### src/rtl/dmem_hs_if.sv
// Request/response bundle between the load/store unit (master) and dmem_hs (slave).
// Valid/ready request channel plus valid/ready response channel.
interface dmem_hs_if #(
  parameter int DATA_W = 32,
  parameter int ADDR_W = 32
);
  logic              req_valid;
  logic              req_ready;
  logic              req_we;
  logic [1:0]        req_size;
  logic              req_unsigned;
  logic [ADDR_W-1:0] req_addr;
  logic [DATA_W-1:0] req_wdata;
  logic              rsp_valid;
  logic              rsp_ready;
  logic [DATA_W-1:0] rsp_rdata;
  logic              rsp_err;

  modport master (
    output req_valid, req_we, req_size, req_unsigned, req_addr, req_wdata, rsp_ready,
    input  req_ready, rsp_valid, rsp_rdata, rsp_err
  );

  modport slave (
    input  req_valid, req_we, req_size, req_unsigned, req_addr, req_wdata, rsp_ready,
    output req_ready, rsp_valid, rsp_rdata, rsp_err
  );
endinterface

### src/rtl/dmem_hs.sv
// Byte-addressable data memory with one-cycle valid/ready response, sub-word stores and extended loads.
// Optional feature: define DMEM_BOUNDS_CHECK_EN to flag addresses above the array as errors.
module dmem_hs #(
  parameter int DATA_W = 32,
  parameter int DEPTH  = 64,
  parameter int ADDR_W = 32
) (
  input logic      clk,
  input logic      rst,
  dmem_hs_if.slave bus
);
  localparam int NB = DATA_W / 8;
  localparam int LB = $clog2(NB);
  localparam int IW = $clog2(DEPTH);
`ifdef DMEM_BOUNDS_CHECK_EN
  localparam bit BOUNDS_EN = 1'b1;
`else
  localparam bit BOUNDS_EN = 1'b0;
`endif

  typedef enum logic {EMPTY, FULL} state_e;
  state_e state_q, state_d;

  logic [DATA_W-1:0] mem_q [DEPTH];
  logic [DATA_W-1:0] rdata_q, rdata_d;
  logic              err_q, err_d;

  logic              accept;
  logic [IW-1:0]     word_idx;
  logic [LB-1:0]     off;
  logic [3:0]        nbytes;
  logic              upper_nz, size_err, align_err, req_err;
  logic [NB-1:0]     be;
  logic [DATA_W-1:0] wdata_sh, rd_sh, keep, load_ext;
  logic              sign_bit;

  assign bus.req_ready = (state_q == EMPTY) | bus.rsp_ready;
  assign bus.rsp_valid = (state_q == FULL);
  assign bus.rsp_rdata = rdata_q;
  assign bus.rsp_err   = err_q;

  assign accept    = bus.req_valid & bus.req_ready;
  assign word_idx  = bus.req_addr[LB+IW-1:LB];
  assign off       = bus.req_addr[LB-1:0];
  assign nbytes    = 4'd1 << bus.req_size;
  assign size_err  = (DATA_W == 32) && (bus.req_size == 2'd3);
  assign align_err = ({{(4-LB){1'b0}}, off} & (nbytes - 4'd1)) != 4'd0;
  assign req_err   = size_err | align_err | (BOUNDS_EN & upper_nz);

  if (ADDR_W > LB + IW) begin : g_upper
    assign upper_nz = |bus.req_addr[ADDR_W-1:LB+IW];
  end else begin : g_no_upper
    assign upper_nz = 1'b0;
  end

  // Lane enables for the store and the keep-mask for the right-justified load.
  for (genvar gi = 0; gi < NB; gi++) begin : g_lane
    assign be[gi] = (gi >= int'(off)) && (gi < int'(off) + int'(nbytes));
    assign keep[gi*8 +: 8] = (gi < int'(nbytes)) ? 8'hFF : 8'h00;
  end

  assign wdata_sh = bus.req_wdata << {off, 3'b000};
  assign rd_sh    = mem_q[word_idx] >> {off, 3'b000};

  always_comb begin
    sign_bit = 1'b0;
    case (bus.req_size)
      2'd0:    sign_bit = rd_sh[7];
      2'd1:    sign_bit = rd_sh[15];
      2'd2:    sign_bit = rd_sh[31];
      default: sign_bit = rd_sh[DATA_W-1];
    endcase
    load_ext = (rd_sh & keep) | ((sign_bit & ~bus.req_unsigned) ? ~keep : '0);
  end

  always_comb begin
    state_d = state_q;
    rdata_d = rdata_q;
    err_d   = err_q;
    if (accept) begin
      err_d   = req_err;
      rdata_d = (req_err || bus.req_we) ? '0 : load_ext;
    end
    case (state_q)
      EMPTY:   if (accept) state_d = FULL;
      FULL:    if (!accept && bus.rsp_ready) state_d = EMPTY;
      default: state_d = EMPTY;
    endcase
  end

  always_ff @(posedge clk or posedge rst) begin
    if (rst) begin
      state_q <= EMPTY;
      rdata_q <= '0;
      err_q   <= 1'b0;
    end else begin
      state_q <= state_d;
      rdata_q <= rdata_d;
      err_q   <= err_d;
    end
  end

  always_ff @(posedge clk or posedge rst) begin
    if (rst) begin
      for (int w = 0; w < DEPTH; w++) mem_q[w] <= '0;
    end else if (accept && bus.req_we && !req_err) begin
      for (int b = 0; b < NB; b++) begin
        if (be[b]) mem_q[word_idx][b*8 +: 8] <= wdata_sh[b*8 +: 8];
      end
    end
  end
endmodule

### src/flat_wrapper.sv
// flat-port wrapper written by rule: the top's interface ports become plain ports
module dmem_hs_flat 
#(
  parameter int DATA_W = 32,
  parameter int DEPTH  = 64,
  parameter int ADDR_W = 32
)
  (clk, rst, bus_req_valid, bus_req_we, bus_req_size, bus_req_unsigned, bus_req_addr, bus_req_wdata, bus_rsp_ready, bus_req_ready, bus_rsp_valid, bus_rsp_rdata, bus_rsp_err);
  dmem_hs_if #(.DATA_W(DATA_W), .ADDR_W(ADDR_W)) bus_i ();
  input logic clk;
  input logic rst;
  input wire logic [$bits(bus_i.req_valid)-1:0] bus_req_valid;
  input wire logic [$bits(bus_i.req_we)-1:0] bus_req_we;
  input wire logic [$bits(bus_i.req_size)-1:0] bus_req_size;
  input wire logic [$bits(bus_i.req_unsigned)-1:0] bus_req_unsigned;
  input wire logic [$bits(bus_i.req_addr)-1:0] bus_req_addr;
  input wire logic [$bits(bus_i.req_wdata)-1:0] bus_req_wdata;
  input wire logic [$bits(bus_i.rsp_ready)-1:0] bus_rsp_ready;
  output wire logic [$bits(bus_i.req_ready)-1:0] bus_req_ready;
  output wire logic [$bits(bus_i.rsp_valid)-1:0] bus_rsp_valid;
  output wire logic [$bits(bus_i.rsp_rdata)-1:0] bus_rsp_rdata;
  output wire logic [$bits(bus_i.rsp_err)-1:0] bus_rsp_err;
  assign bus_i.req_valid = bus_req_valid;
  assign bus_i.req_we = bus_req_we;
  assign bus_i.req_size = bus_req_size;
  assign bus_i.req_unsigned = bus_req_unsigned;
  assign bus_i.req_addr = bus_req_addr;
  assign bus_i.req_wdata = bus_req_wdata;
  assign bus_i.rsp_ready = bus_rsp_ready;
  assign bus_req_ready = bus_i.req_ready;
  assign bus_rsp_valid = bus_i.rsp_valid;
  assign bus_rsp_rdata = bus_i.rsp_rdata;
  assign bus_rsp_err = bus_i.rsp_err;
  dmem_hs #(.DATA_W(DATA_W), .DEPTH(DEPTH), .ADDR_W(ADDR_W)) u_core (.clk(clk), .rst(rst), .bus(bus_i));
endmodule
### config.mk
export PLATFORM = sky130hd
export DESIGN_NAME = dmem_hs_flat
export DESIGN_NICKNAME = d
export VERILOG_FILES = /design/src/rtl/dmem_hs_if.sv /design/src/rtl/dmem_hs.sv /design/src/flat_wrapper.sv
export SDC_FILE = /design/constraint.sdc
export NUM_CORES = 2
export LEC_CHECK = 0
export CORE_ASPECT_RATIO = 0.9
export CORE_MARGIN = 3
export CORE_UTILIZATION = 61
export DETAILED_ROUTE_END_ITERATION = 8
export PLACE_DENSITY = 0.78
export SLEW_MARGIN = 10
export SYNTH_ARGS = -nofsm -noshare
export SYNTH_HDL_FRONTEND = slang
export SYNTH_SLANG_ARGS = --single-unit
### constraint.sdc
create_clock -name clk -period 113.5 [get_ports clk]
set_input_delay 28.375 -clock clk [delete_from_list [all_inputs] [get_ports clk]]
set_output_delay 28.375 -clock clk [all_outputs]
set_load 0.02 [all_outputs]
==> results.md <==
* Final worst path period need at around 58 ns
* Number of core rows at between 100 and 150
* Port-buffer cells at 82
* Syn avg cell area at 10.9 sq um
* Static Leak at ~47 nW
* Yosys top cell by area: dfrtp_1
* CP arrival at 29.63 ns
* DRC at 11
* First-pass GRT wire length at about 460000 microns
* Cell mode on critical path: clkdlybuf4s50_1
* Max-cap violation count at 5
* DP Wirelength at between 150000 and 200000 microns
* DP Worst Slack at between 50 and 60 ns
* Critical path's slowest cell: clkdlybuf4s50_1
* Async set or reset register ratio after synthesis at 100%
* Max VDD drop at between 0.015 and 0.02 mV
* Unique cell type count in the Yosys netlist at 87
* Tightest Hold Check Type: flop to flop
* Worst R2R Start: u_core.bus.rsp_valid
* Compound-cell area share of the yosys netlist at ~15%
* Post-synthesis adder-cell area fraction at less than 1%
* Initial Util at approximately three fifths
* Final Cycle Share at between 50% and 60%
* CTS clock-pin slew for the worst setup and hold paths at around 0.06 ns
* Grt ovf at 0
* CTS Buf Count at about 200
* Area of the mapped netlist at approximately 0.092 sq mm
* WP depth at 3
* Post-synthesis xor/xnor area fraction at less than 1%
* Type of origin of the critical path: primary input
* Critical Path Sink: bus_req_ready
* Max-slew violation count at 23
* Remaining antenna violation count after routing at 0
* RSZ-0062 raised after global routing: false
* Status: finished, violations left
* Placer Congestion at around 0.95
* Crit path kind: primary input to output pin
* Multi-input logic area at 0.0370 sq mm
* DR vias/cell at between 7 and 8
* Endpoints failing hold at 0
* Post-synth EDFFs at 0
* # nets final at 8183
* Worst-Margin Slew at 1.58 ns
* Area added between synthesis and finish at 9.89%
* Worst EP required at around 85 ns
* Crit Reg-Reg Endpoint: u_core.mem_q[976]
* Final setup fails at 0
* Clock root buffer: clkbuf_16
* Crit-path cells: clkdlybuf4s50_1, nand2b_1, clkdlybuf4s50_1
* DRT Wirelength at around 310000 microns
* Mapped Nets at around 8400
* Number of vias in the routed layout at about 73000
* Crit path max fanout at 4
* I/O Pins at about 110
* Flop2flop setup slack at 109.06 ns
* Worst skew pair latency at about 0.85 ns
* Initial antenna violation count at 25
* CTS tree: built
* Die height at approximately 370 microns
* Clk_skew at around 0.030 ns
* Share of cells above drive strength 1 at 19.6%
* Hold buffer count at cts at 0
* Leading cell type in the layout, fill and taps excluded: dfrtp_1
* Main combinational cell family by area after synthesis: compound AO/OA/AOI/OAI gates
* Clock Sink Count at around 2100
* Post-route worst setup slack at around 55 ns
* DR WL/cell at 30.5 microns
* Hold path startpoint: u_core.mem_q[5]
* Core region area at 0.149 sq mm
* Syn Inst Count at ~8400
* All-Layer GR Usage at between 30 and 40%
* Pwr per Cell Area at approximately 16 mW/mm^2
* R2R depth at 10
* Fmax at 0.0172 GHz
* Die Span X at roughly 410 microns
* CP startpoint: bus_rsp_ready
* Synth Area in Simple Gates at about a tenth
* Setup Buffers After CTS at 0
* Synth Register Bits at 2082
* Post-cts repair resize count at 0
* Setup TNS at 0 ns
* DIE AREA at ~0.15 sq mm
* H-tree levels at 4
* Slew HR at -5.79%
* Failing checks: design-rule violations, max-capacitance violations, max-slew violations
* First drt pass iteration count at 9
* Register area share after synthesis at between 50% and 60%
* DR iter-0 viols at 10600
* Ys flop type: dfrtp_1
* Largest net degree at the start of global routing at ~190
* Share of the synthesized area in the top cell type at roughly 57%
* Most frequent cells in the layout: dfrtp_1 (2082), nand2_1 (1023), mux2_2 (909), o21ai_0 (784), nor2_1 (665)
* Sequential cell area at 0.0521 sq mm
* WP buf/inv at 2
* Largest stage delay, worst path at 0.64 ns
* Critical path endpoint category: output pin
* Number of global-route vias before repair at approximately 70000
* Filler cell count at roughly 11000
* Crit path max-delay family: buffers and inverters
* Synth area leaders: dfrtp_1 (57%), mux2_2 (11%), o21ai_0 (4.3%)
* Clock Path Buffers at 3
* Warnings from Yosys at 0
* Post-synthesis mux area share at about 14%
==> synthesized netlist by cell type (38+ instances only) <==
master and n:
nand2_1 1027, a22oi_1 186, mux4_2 49, nor3_1 85, nand3_1 38, a221oi_1 84
buf_2 161, o21ai_0 785, a31oi_1 42, buf_1 63, nor2_1 680, o221ai_1 49
mux2_2 909, dfrtp_1 2082, mux2i_1 148, a21oi_1 583, clkbuf_1 451, o22ai_1 322
==> per-stage QoR <==
| step | power, W | cell area, sq um | hold WS (ns) | instances | util [%] |
|---|---|---|---|---|---|
| 6_report | 0.00159 | 101000 | 0.472 | 10300 | 67.7 |
| 5_1_grt | 0.00162 | 101000 | 0.495 | 10200 | 67.6 |
| 4_1_cts | 0.00158 | 101000 | 0.477 | 10200 | 67.6 |
| 3_5_place_dp | 0.000895 | 93800 | 0.462 | 9879 | 63.0 |
| 3_3_place_gp | 0.000891 | 93800 | 0.455 | 9879 | 63.0 |
| 2_1_floorplan | 0.000850 | 91600 | 0.441 | 8367 | - |
==> worst min-delay path by stage <==
stage	endpoint	slack [ns]	cells after the start
floorplan	u_core.mem_q[5]	0.44	2
finish	u_core.mem_q[5]	0.47	2
CTS	u_core.mem_q[379]	0.48	2
global placement	u_core.mem_q[475]	0.46	2
global route	u_core.mem_q[1695]	0.50	2
detailed placement	u_core.mem_q[379]	0.46	2
==> metal layers <==
metal | part of all wire [%] | vias to the layer above | routed length (microns) | GRT usage [%]
li1 | - | 29700 | - | -
met1 | 35 | 36300 | 111000 | 49.5
met2 | 42 | 5081 | 133000 | 56.1
met3 | 14 | 1363 | 44200 | 16.8
met4 | 7.9 | 28 | 24800 | 27.6
met5 | 0.18 | - | 578 | 1.33
==> area by class of cell <==
class	instances	area share [%]
sequential	2082	51.8
clock buffer	292	5.79
timing repair buffer	252	2.18
tap	1972	2.45
inverter	15	0.0634
clock inverter	73	0.986
multi-input combinational	5558	36.7
antenna	24	0.0597
==> tightest hold or removal path, cell delays in order (launching register included) <==
cell and delay (ns):
dfrtp_1 0.34, nand2_1 0.04, o21ai_0 0.06
==> power breakdown <==
part	switching (W)	total [W]	internal (W)
combinational	0.0000935	0.000124	0.0000304
clock	0.000296	0.000699	0.000403
sequential	0.00000778	0.000764	0.000756
==> cell families (layout without fill, tap and decap cells) <==
| logic type | count (synthesis) | count (layout) |
|---|---|---|
| AOI/OAI and AO/OA | 2329 | 2329 |
| xor gates and xnor gates | 1 | 1 |
| adders and majority gates | 3 | 3 |
| buffers and inverters | 727 | 632 |
| DFF | 2082 | 2082 |
| muxes | 1107 | 1107 |
| other | 0 | 24 |
| and+or+nand+nor | 2118 | 2118 |
==> sequential cells by signal, indices dropped and copies added, names as in the netlist <==
register and cells:
u_core.mem_q 2048, u_core.bus.rsp_rdata 32, u_core.bus.rsp_err 1, u_core.bus.rsp_valid 1
No activity file was read; power rests on OpenSTA's default activity.
